File: src/rtl/vga_pkg.sv
// Shared 640x400@70 Hz raster constants, counter widths and the RGB444 pixel type.
package vga_pkg;

  localparam int unsigned HVisible = 640;
  localparam int unsigned HFront   = 16;
  localparam int unsigned HSync    = 96;
  localparam int unsigned HBack    = 48;
  localparam int unsigned VVisible = 400;
  localparam int unsigned VFront   = 12;
  localparam int unsigned VSync    = 2;
  localparam int unsigned VBack    = 35;

  localparam int unsigned HTotal = HVisible + HFront + HSync + HBack;
  localparam int unsigned VTotal = VVisible + VFront + VSync + VBack;

  localparam int unsigned HCntW = $clog2(HTotal);
  localparam int unsigned VCntW = $clog2(VTotal);

  typedef struct packed {
    logic [3:0] r;
    logic [3:0] g;
    logic [3:0] b;
  } rgb444_t;

endpackage

File: src/rtl/vga_delay_line.sv
// Fixed-depth shift register with a synchronous reset value; Depth 0 is a wire.
module vga_delay_line #(
  parameter int unsigned      Width    = 1,
  parameter int unsigned      Depth    = 1,
  parameter logic [Width-1:0] ResetVal = '0
) (
  input  logic             clk_i,
  input  logic             reset_i,
  input  logic [Width-1:0] d_i,
  output logic [Width-1:0] q_o
);

  logic [Depth:0][Width-1:0] w_tap;

  assign w_tap[0] = d_i;

  for (genvar g = 0; g < Depth; g++) begin : g_stage
    logic [Width-1:0] r_stage;
    always_ff @(posedge clk_i) begin
      if (reset_i) begin
        r_stage <= ResetVal;
      end else begin
        r_stage <= w_tap[g];
      end
    end
    assign w_tap[g+1] = r_stage;
  end

  if (Depth == 0) begin : g_pass
    logic w_unused_clk_rst;
    assign w_unused_clk_rst = clk_i & reset_i;
  end

  assign q_o = w_tap[Depth];

endmodule

File: src/rtl/vga_timing_gen.sv
// VGA raster generator: counters, request/sync decode, latency-matched output register.
module vga_timing_gen
  import vga_pkg::*;
#(
  parameter int unsigned H_VISIBLE     = HVisible,
  parameter int unsigned H_FRONT       = HFront,
  parameter int unsigned H_SYNC        = HSync,
  parameter int unsigned H_BACK        = HBack,
  parameter int unsigned V_VISIBLE     = VVisible,
  parameter int unsigned V_FRONT       = VFront,
  parameter int unsigned V_SYNC        = VSync,
  parameter int unsigned V_BACK        = VBack,
  parameter logic        HSYNC_ACTIVE  = 1'b0,
  parameter logic        VSYNC_ACTIVE  = 1'b1,
  parameter int unsigned PIXEL_LATENCY = 2
) (
  input  logic        clk_i,
  input  logic        reset_i,
  output logic        pix_req_o,
  output logic [9:0]  x_o,
  output logic [8:0]  y_o,
  output logic        frame_start_o,
  input  logic [11:0] pixel_i,
  output logic [3:0]  red_o,
  output logic [3:0]  grn_o,
  output logic [3:0]  blu_o,
  output logic        hsync_o,
  output logic        vsync_o,
  output logic        disp_en_o
);

  localparam int unsigned HTot = H_VISIBLE + H_FRONT + H_SYNC + H_BACK;
  localparam int unsigned VTot = V_VISIBLE + V_FRONT + V_SYNC + V_BACK;

  localparam logic [HCntW-1:0] HLast   = HCntW'(HTot - 1);
  localparam logic [HCntW-1:0] HVis    = HCntW'(H_VISIBLE);
  localparam logic [HCntW-1:0] HsStart = HCntW'(H_VISIBLE + H_FRONT);
  localparam logic [HCntW-1:0] HsEnd   = HCntW'(H_VISIBLE + H_FRONT + H_SYNC);
  localparam logic [VCntW-1:0] VLast   = VCntW'(VTot - 1);
  localparam logic [VCntW-1:0] VVis    = VCntW'(V_VISIBLE);
  localparam logic [VCntW-1:0] VsStart = VCntW'(V_VISIBLE + V_FRONT);
  localparam logic [VCntW-1:0] VsEnd   = VCntW'(V_VISIBLE + V_FRONT + V_SYNC);

  logic [HCntW-1:0] r_h_cnt;
  logic [VCntW-1:0] r_v_cnt;
  logic             w_h_wrap;

  assign w_h_wrap = (r_h_cnt == HLast);

  // Line wrap and row advance share one edge so there is no dead cycle between lines.
  always_ff @(posedge clk_i) begin
    if (reset_i) begin
      r_h_cnt <= '0;
      r_v_cnt <= '0;
    end else begin
      r_h_cnt <= w_h_wrap ? '0 : r_h_cnt + 1'b1;
      if (w_h_wrap) begin
        r_v_cnt <= (r_v_cnt == VLast) ? '0 : r_v_cnt + 1'b1;
      end
    end
  end

  logic w_pix_req, w_hs, w_vs;

  assign w_pix_req     = (r_h_cnt < HVis) && (r_v_cnt < VVis);
  assign w_hs          = (r_h_cnt >= HsStart) && (r_h_cnt < HsEnd);
  assign w_vs          = (r_v_cnt >= VsStart) && (r_v_cnt < VsEnd);
  assign pix_req_o     = w_pix_req;
  assign x_o           = r_h_cnt;
  assign y_o           = r_v_cnt;
  assign frame_start_o = (r_h_cnt == '0) && (r_v_cnt == '0);

  logic w_hs_d, w_vs_d, w_req_d;

  vga_delay_line #(
    .Width    (3),
    .Depth    (PIXEL_LATENCY),
    .ResetVal (3'b000)
  ) u_delay (
    .clk_i   (clk_i),
    .reset_i (reset_i),
    .d_i     ({w_hs, w_vs, w_pix_req}),
    .q_o     ({w_hs_d, w_vs_d, w_req_d})
  );

  rgb444_t w_pix;
  rgb444_t r_rgb;
  logic    r_hsync, r_vsync, r_disp_en;

  assign w_pix = pixel_i;

  always_ff @(posedge clk_i) begin
    if (reset_i) begin
      r_hsync   <= ~HSYNC_ACTIVE;
      r_vsync   <= ~VSYNC_ACTIVE;
      r_disp_en <= 1'b0;
      r_rgb     <= '0;
    end else begin
      r_hsync   <= w_hs_d ? HSYNC_ACTIVE : ~HSYNC_ACTIVE;
      r_vsync   <= w_vs_d ? VSYNC_ACTIVE : ~VSYNC_ACTIVE;
      r_disp_en <= w_req_d;
      r_rgb     <= w_req_d ? w_pix : '0;
    end
  end

  assign red_o     = r_rgb.r;
  assign grn_o     = r_rgb.g;
  assign blu_o     = r_rgb.b;
  assign hsync_o   = r_hsync;
  assign vsync_o   = r_vsync;
  assign disp_en_o = r_disp_en;

endmodule

File: config.mk
export PLATFORM = sky130hd
export DESIGN_NAME = vga_timing_gen
export DESIGN_NICKNAME = d
export VERILOG_FILES = /design/src/rtl/vga_pkg.sv /design/src/rtl/vga_delay_line.sv /design/src/rtl/vga_timing_gen.sv
export SDC_FILE = /design/constraint.sdc
export NUM_CORES = 1
export LEC_CHECK = 0
export CORE_MARGIN = 5
export CORE_UTILIZATION = 30
export DETAILED_ROUTE_END_ITERATION = 10
export PLACE_DENSITY = 0.61
export SLEW_MARGIN = 20
export SYNTH_ARGS = -nofsm -noshare
export SYNTH_HDL_FRONTEND = slang
export SYNTH_SLANG_ARGS = --single-unit
File: constraint.sdc
create_clock -name clk_i -period 3 [get_ports clk_i]
set_input_delay 0.3 -clock clk_i [delete_from_list [all_inputs] [get_ports clk_i]]
set_output_delay 0.3 -clock clk_i [all_outputs]
set_load 0.1 [all_outputs]
==> results.sh <==
export IMPL_run_status="completed"
export IMPL_drtAntennaViolNets=0
export IMPL_power_density_nw_per_um2=544
export IMPL_layout_common_cells="dfxtp_1 (40), clkdlybuf4s50_1 (25), buf_4 (24), nor2_1 (20), and2_1 (12)"
export IMPL_required_ps=2700
export IMPL_crit_buf_inv=2
export IMPL_cp_end_kind="output port"
export IMPL_antenna_cells=0
export IMPL_syn2layout_area_growth_pct=39.9
export IMPL_grtUsageMet3_pct=3.58
export IMPL_yosysWarnings=0
export IMPL_setup_viol=0
export IMPL_worstSetupPathType="reg -> out"
export IMPL_post_cts_buffers=0
export IMPL_ys_ff_latch=40
export IMPL_post_synth_cell_area_avg_um2=9.40
export IMPL_fin_setup_tns_ps=0
export IMPL_finalCriticalPeriod_ps=2330
export IMPL_cp_start_kind="flip-flop"
export IMPL_track_usage_pct=11.0
export IMPL_cts_root_buf="clkbuf_8"
export IMPL_ys_seq_area_share_pct=51.3
export IMPL_hold_viol_final=0
export IMPL_grt_max_degree=15
export IMPL_switchingPower_uw=280
export IMPL_fp_dieH_um=82.1
export IMPL_fmax_mhz=429
export IMPL_slew_limit_headroom_pct=34.5
export IMPL_fillers=540
export IMPL_max_vdd_ir_drop_v=0.000358
export IMPL_worst_path_max_fanout=5
export IMPL_critPathTopFamily="simple AND/OR/NAND/NOR gates"
export IMPL_drc=0
export IMPL_cts_htree_levels=2
export IMPL_final_common_cell="dfxtp_1"
export IMPL_start_util_pct=30.7
export IMPL_seq_power_share_pct=46.1
export IMPL_hold_class="reg -> reg"
export IMPL_combPwrFrac_pct=11.5
export IMPL_yosys_cell_types_count=29
export IMPL_synth_nets=184
export IMPL_cts_buffers=5
export IMPL_slowest_stage="dfxtp_1"
export IMPL_die_w_um=82.1
export IMPL_coreArea_um2=5070
export IMPL_rsz0062_at_grt="false"
export IMPL_cts_resized=0
export IMPL_cts_sinks=40
export IMPL_design_area_um2=2180
export IMPL_grt_pass1_wl_um=5570
export IMPL_cap_viol_max_count=0
export IMPL_drive_above_1_share_pct=16.4
export IMPL_cts_path_max_buffers=2
export IMPL_tightest_slew_ps=979
export IMPL_num_vias=1254
export IMPL_hold_buffers=0
export IMPL_arrival_ps=2030
export IMPL_p_sw_share_pct=23.6
export IMPL_use_met2_pct=16.2
export IMPL_rows=26
export IMPL_p_int_uw=908
export IMPL_grt_pass1_vias=1161
export IMPL_top_usage_layer="met2"
export IMPL_gr_usage_met1_pct=14.5
export IMPL_io_pins=50
export IMPL_cp_slowest_stage_delay_ps=350
export IMPL_power_frac_clock_pct=42.5
export IMPL_clkSlewWorstSetupHoldPaths_ps=70
export IMPL_dpl_cell_area_um2=2050
export IMPL_gp_congestion=0.800
export IMPL_skew_ps=3.85
export IMPL_die_area_um2=6740
export IMPL_totalWireLength_um=3550
export IMPL_clk_latency_ps=290
export IMPL_p_leak_nw=0.827
export IMPL_synth_area_um2=1560
export IMPL_slew_viol_final=0
export IMPL_post_drt_via_cell_ratio=4.42
export IMPL_wl_per_cell_um=12.5
export IMPL_cp_cell_sequence="inv_1 -> ha_1 -> nor4b_1 -> nand4_1 -> nor4_4 -> buf_4"
export IMPL_overflow=0
export IMPL_dp_hpwl_um=2640
export IMPL_period_share_pct=77.8
export IMPL_syn_instance_count=166
export IMPL_drt_initial_drc_count=94
export IMPL_first_pass_iters=4
export IMPL_cts_tree="built"
export IMPL_grt_antenna_before_repair=0
export IMPL_nets=232
export IMPL_numPortBuffers=49
[cell usage after synthesis]
cell type   n  share of area (%)
nor4_1      6                2.4
dfxtp_1    40                 51
nor2b_1     6                2.4
and2_1     12                4.8
nor3_1      6                1.9
nor2_1     20                4.8
a21oi_1     3               0.96
nand2b_1    2               0.80
and3_1      1               0.40
nand4_1     9                3.6
ha_1        4                3.2
or4bb_1     1               0.72
nand3_1     6                1.9
inv_1       7                1.7
nand2_1     7                1.7
or2_2       1               0.40
buf_6       1               0.72
clkbuf_1    5                1.2
o21bai_2    1               0.72
or4_1       2               0.96
o21a_1      1               0.48
xnor2_1    11                6.2
or4b_4      1               0.88
xor2_1      3                1.7
and4_1      1               0.56
o21ai_0     3               0.96
or3_1       2               0.80
buf_2       2               0.64
nor4b_1     2                1.1
[flip-flops by register name (all words and copies together), names as in the netlist]
signal	cells
vsync_o	1
grn_o	4
x_o	10
hsync_o	1
u_delay.g_stage.r_stage	3
red_o	4
u_delay.q_o	3
blu_o	4
disp_en_o	1
y_o	9
[cells by family (layout without fill, tap and decap cells)]
logic type               Yosys count  in the layout  share of synthesized area, %
AO/OA/AOI/OAI                      8              8                          3.13
XOR/XNOR                          14             14                          7.86
adder cells (fa/ha/maj)            4              4                          3.21
AND/OR/NAND/NOR                   85             85                          30.2
buffers and inverters             15             63                          4.25
flip-flops                        40             40                          51.3
[power by group through the flow]
stage	Sequential [mW]	Combinational, mW	Clock [mW]
3_5_place_dp	0.559	0.138	0
5_1_grt	0.548	0.142	0.541
2_1_floorplan	0.617	0.0402	0
3_3_place_gp	0.559	0.137	0
4_1_cts	0.547	0.138	0.519
6_report	0.547	0.136	0.504
[stage by stage]
step,hold WS [ps],power (mW),worst slack (ps),cells,utilization (%)
final,378,1.19,666,284,43.0
after global routing,402,1.23,557,284,43.0
after CTS,383,1.20,630,284,43.0
after detailed placement,366,0.697,961,277,40.5
after global placement,360,0.696,1020,277,40.5
after floorplan,356,0.657,176,166,-
[per-layer routing]
layer  vias to the layer above  part of all wire [%]
met2                        24                    49
li1                        654                     -
met5                         -                     0
met4                         0                   1.9
met1                       570                    45
met3                         6                   4.2
[final timing paths]
| path | slack, ps | startpoint | cells past startpoint | endpoint |
|---|---|---|---|---|
| max reg2reg | 990 | y_o[0] | 6 | y_o[7] |
| min | 380 | u_delay.q_o[2] | 1 | hsync_o |
| max | 670 | y_o[0] | 6 | frame_start_o |
| min reg2reg | 380 | u_delay.q_o[2] | 1 | hsync_o |
[cell type report]
class                      instances  area [um^2]  area share, %
sequential                        40          801           36.7
multi-input combinational        111          708           32.5
timing repair buffer              49          430           19.7
tap                               70         87.6           4.01
clock buffer                       5         68.8           3.15
clock inverter                     2         60.1           2.75
inverter                           7         26.3           1.20
(Power assumes the default switching activity.)
